### config.mk
export PLATFORM = sky130hd
export DESIGN_NAME = cmp_arbiter
export DESIGN_NICKNAME = d
export VERILOG_FILES = /design/src/rtl/cmp_arbiter.sv
export SDC_FILE = /design/constraint.sdc
export NUM_CORES = 1
export LEC_CHECK = 0
export CAP_MARGIN = 20
export CORE_MARGIN = 1
export CORE_UTILIZATION = 39
export DETAILED_ROUTE_END_ITERATION = 8
export PLACE_DENSITY = 0.86
export SKIP_CTS_REPAIR_TIMING = 1
export SLEW_MARGIN = 20
export SYNTH_ARGS = -nofsm -noshare
export SYNTH_HDL_FRONTEND = slang
export SYNTH_SLANG_ARGS = --single-unit
### constraint.sdc
create_clock -name clk -period 3.6 [get_ports clk]
set_input_delay 0.36 -clock clk [delete_from_list [all_inputs] [get_ports clk]]
set_output_delay 0.36 -clock clk [all_outputs]
set_load 0.05 [all_outputs]
### src/rtl/cmp_arbiter.sv
// Round-robin arbiter sharing one unsigned magnitude comparator among NREQ requesters.
// Each accepted operand pair is compared and the result is held in a single-entry slot, tagged with the requester index.
module cmp_arbiter #(
  parameter int unsigned NREQ  = 4,
  parameter int unsigned WIDTH = 4,
  parameter int unsigned IDW   = $clog2(NREQ)
) (
  input  logic                    clk,
  input  logic                    rst,
  input  logic [NREQ-1:0]         req_valid,
  output logic [NREQ-1:0]         req_ready,
  input  logic [NREQ*WIDTH-1:0]   req_a,
  input  logic [NREQ*WIDTH-1:0]   req_b,
  output logic                    res_valid,
  input  logic                    res_ready,
  output logic [IDW-1:0]          res_id,
  output logic                    res_gt,
  output logic                    res_lt,
  output logic                    res_eq
);

  typedef enum logic {EMPTY = 1'b0, FULL = 1'b1} state_t;

  state_t           state_q, state_d;
  logic [IDW-1:0]   ptr_q, ptr_d;
  logic [IDW-1:0]   id_q, id_d;
  logic             gt_q, gt_d;
  logic             lt_q, lt_d;
  logic             eq_q, eq_d;

  logic             slot_free;
  logic             found;
  logic [IDW-1:0]   idx;
  logic [IDW-1:0]   win_id;
  logic [NREQ-1:0]  grant;
  logic [WIDTH-1:0] op_a, op_b;

  // Scan from ptr upward (mod NREQ); the first valid requester wins while the slot can accept.
  always_comb begin
    grant     = '0;
    found     = 1'b0;
    idx       = '0;
    win_id    = '0;
    slot_free = (state_q == EMPTY) || res_ready;
    if (slot_free && !rst) begin
      for (int unsigned k = 0; k < NREQ; k++) begin
        idx = IDW'((32'(ptr_q) + k) % NREQ);
        if (!found && req_valid[idx]) begin
          found  = 1'b1;
          win_id = idx;
        end
      end
    end
    if (found) grant[win_id] = 1'b1;
  end

  // Operand mux driven by the one-hot grant.
  always_comb begin
    op_a = '0;
    op_b = '0;
    for (int unsigned k = 0; k < NREQ; k++) begin
      if (grant[k]) begin
        op_a = req_a[k*WIDTH +: WIDTH];
        op_b = req_b[k*WIDTH +: WIDTH];
      end
    end
  end

  // Slot next-state: refill on transfer, else drain; fields hold on drain.
  always_comb begin
    state_d = state_q;
    ptr_d   = ptr_q;
    id_d    = id_q;
    gt_d    = gt_q;
    lt_d    = lt_q;
    eq_d    = eq_q;
    if (found) begin
      state_d = FULL;
      ptr_d   = IDW'((32'(win_id) + 32'd1) % NREQ);
      id_d    = win_id;
      gt_d    = op_a > op_b;
      lt_d    = op_a < op_b;
      eq_d    = op_a == op_b;
    end else if (state_q == FULL && res_ready) begin
      state_d = EMPTY;
    end
  end

  always_ff @(posedge clk or posedge rst) begin
    if (rst) begin
      state_q <= EMPTY;
      ptr_q   <= '0;
      id_q    <= '0;
      gt_q    <= 1'b0;
      lt_q    <= 1'b0;
      eq_q    <= 1'b0;
    end else begin
      state_q <= state_d;
      ptr_q   <= ptr_d;
      id_q    <= id_d;
      gt_q    <= gt_d;
      lt_q    <= lt_d;
      eq_q    <= eq_d;
    end
  end

  assign req_ready = grant;
  assign res_valid = (state_q == FULL);
  assign res_id    = id_q;
  assign res_gt    = gt_q;
  assign res_lt    = lt_q;
  assign res_eq    = eq_q;

endmodule
==> flow_summary.json <==
{
  "hold_ws_ns": 0.484,
  "cts_root_buf": "clkbuf_4",
  "comb_power_share_pct": 67.8,
  "crit_required_ns": 3.75,
  "rsz0062_at_grt": "no",
  "die_h_microns": 50.6,
  "end_kind": "flip-flop",
  "final_util_pct": 67.1,
  "max_freq_mhz": 299,
  "crit_fanout": 8,
  "cap_violations": 0,
  "hold_viol_final": 0,
  "gp_congestion": 0.773,
  "initial_core_util_pct": 41.6,
  "crit_chain": "clkdlybuf4s50_1 -> inv_1 -> a221oi_1 -> o221ai_2 -> ha_1 -> nor2b_1 -> buf_4 -> a221oi_1 -> a211o_1 -> a21oi_2 -> ha_1 -> a21oi_1 -> o21ai_0 -> a22o_1",
  "row_count": 17,
  "clk-insertion-delay-late_ns": 0.26,
  "io_pins": 49,
  "syn_area_per_cell_sq_um": 8.07,
  "p_leak_uw": 0.000652,
  "worstMarginPinSlew_ns": 0.620,
  "power_frac_seq_pct": 21.9,
  "grt_use_met3_pct": 3.33,
  "path_clk_slew_ns": 0.06,
  "post_drt_wl_per_cell_microns": 13.7,
  "synth-compound-area-share_pct": 30.1,
  "yosys_warnings": 0,
  "setup_viol": 0,
  "use_met1_pct": 20.2,
  "r2r_start": "ptr_q[0]",
  "syn-cell-area_sq_um": 920,
  "skew_ns": 0.00584,
  "synth_adder_area_share_pct": 10.9,
  "p_per_area_nw_per_um2": 451,
  "grt_first_pass_wirelength_mm": 4.15,
  "die_w_microns": 50.6,
  "synthSimpleGateAreaFrac_pct": 27.1,
  "cts.sinks": 8,
  "grt_max_degree": 18,
  "busiest_layer": "met2",
  "ys_seq_elements": 8,
  "drt-initial-drc-count": 20,
  "synth_cells": 114,
  "numCtsBuffers": 3,
  "vias": 1034,
  "ant_nets": 0,
  "antenna_found_initial": 0,
  "viasPerCell": 5.41,
  "p_int_uw": 358,
  "worst_path_max_delay_cell": "clkdlybuf4s50_1",
  "cts_tree": "yes",
  "diodes": 0,
  "clock_power_share_pct": 10.2,
  "critical_path.max_stage_delay_ns": 0.56,
  "portBuffers": 48,
  "wirelength_mm": 2.62,
  "synth_nets": 161,
  "clk_path_buf_depth": 2,
  "worstSetupPathType": "in -> reg",
  "synth_top_family_by_area": "compound AO/OA/AOI/OAI gates",
  "area_growth_pct": 61.5,
  "nets": 212,
  "outcome": "complete, no violations",
  "cts_max_level": 1,
  "cp-start-kind": "primary input",
  "synth-xor-area-share_pct": 0,
  "die_area_sq_um": 2560,
  "drive_above_1_share_pct": 16.6,
  "p_switching_uw": 312,
  "min_period_ns": 3.35,
  "firstDrtPassIters": 4,
  "core_area_sq_um": 2210,
  "hpwl_mm": 2.11,
  "grt_usage_pct": 21.9,
  "yosysSeqAreaShare_pct": 21.8,
  "drc": 0,
  "ff2ff_path_depth": 13,
  "pre_cts_slack_ns": -0.113,
  "swShare_pct": 46.6,
  "hold_path.class": "in -> async",
  "slew_viol_final": 0,
  "grt_pass1_vias": 1007,
  "muxShareOfSynthArea_pct": 0,
  "fin_ws_ns": 0.253,
  "fill_cells": 204,
  "final_cell_mix": "clkdlybuf4s50_1 (44), nand2_1 (21), inv_1 (12)",
  "ir_worst_vdd_mv": 0.322,
  "power_uw": 670,
  "fin_crit_sh_pct": 93.0,
  "crit_arrival_ns": 3.49,
  "gr-total-overflow": 0,
  "postPlaceCellArea_sq_um": 1440,
  "slew_headroom_pct": 58.7,
  "synthDistinctLibCells": 30,
  "met2_usage_pct": 43.1,
  "stdcell_area_sq_um": 1490,
  "final_common_cell": "clkdlybuf4s50_1",
  "crit_start": "req_valid[1]"
}
-- Yosys cell counts (all sizes together) --
| master | instances | area (sq um) |
|---|---|---|
| a221oi | 11 | 96.3 |
| o311a | 1 | 10.0 |
| nor4 | 1 | 21.3 |
| inv | 12 | 45.0 |
| nor2 | 4 | 15.0 |
| nor2b | 6 | 37.5 |
| a21boi | 1 | 7.51 |
| and4bb | 2 | 25.0 |
| a22o | 1 | 8.76 |
| o21ai | 4 | 27.5 |
| o221ai | 1 | 8.76 |
| or3 | 1 | 6.26 |
| a21oi | 6 | 45.0 |
| o31ai | 4 | 30.0 |
| and2 | 4 | 25.0 |
| a211o | 4 | 35.0 |
| a21o | 1 | 7.51 |
| buf | 5 | 37.5 |
| clkbuf | 3 | 11.3 |
| nand2b | 2 | 12.5 |
| nor3 | 2 | 21.3 |
| ha | 8 | 100 |
| dfrtp | 8 | 200 |
| nand2 | 22 | 85.1 |
-- layout make-up --
type | count | area [sq um] | share of cell area (%)
clock buffer | 3 | 22.5 | 1.52
inverter | 12 | 45.0 | 3.03
multi-input combinational | 86 | 649 | 43.7
sequential | 8 | 200 | 13.5
tap | 28 | 35.0 | 2.36
timing repair buffer | 54 | 533 | 35.9
-- final timing paths --
check / to / slack, ns
hold / removal: res_gt / 0.48
max in group asynchronous: res_lt / 2.89
setup / recovery: res_gt / 0.25
hold reg to reg: res_id[0] / 0.48
min in group clk: res_id[0] / 0.48
setup reg to reg: res_gt / 0.51
-- flip-flops by register name, summed over array words and instances (netlist names) --
register / cells
ptr_q: 2
res_valid: 1
res_lt: 1
res_eq: 1
res_gt: 1
res_id: 2
-- per-layer routing --
layer / routed length (microns) / vias to the layer above / part of all wire [%]
met1: 1020 / 465 / 39
met4: 92 / 0 / 3.5
met2: 1360 / 53 / 52
met5: 0 / - / 0
met3: 152 / 10 / 5.8
li1: - / 506 / -
-- logic make-up after synthesis --
logic type	Yosys count
compound gates	34
buf+inv	20
simple gates	44
flops	8
fa+ha+maj	8
-- power groups by stage --
stage	Combinational (uW)	Sequential, uW	Clock [uW]
global placement	433	146	0
floorplan	210	230	0
detailed placement	445	147	0
CTS	447	146	69.5
finish	455	147	68.7
global route	489	150	73.9
-- critical path, delay by kind of cell --
family          cells  cell delay [ns]
simple gates        1             0.13
buf+inv             3             0.81
compound gates      8             1.60
fa+ha+maj           2             0.59
-- through the flow --
stage	TNS, ns	std cells
final	0	191
after global routing	0	191
after CTS	0	191
after detailed placement	-0.173	188
after global placement	0	188
after floorplan	0	114
Power figures use the tool's default switching activity.
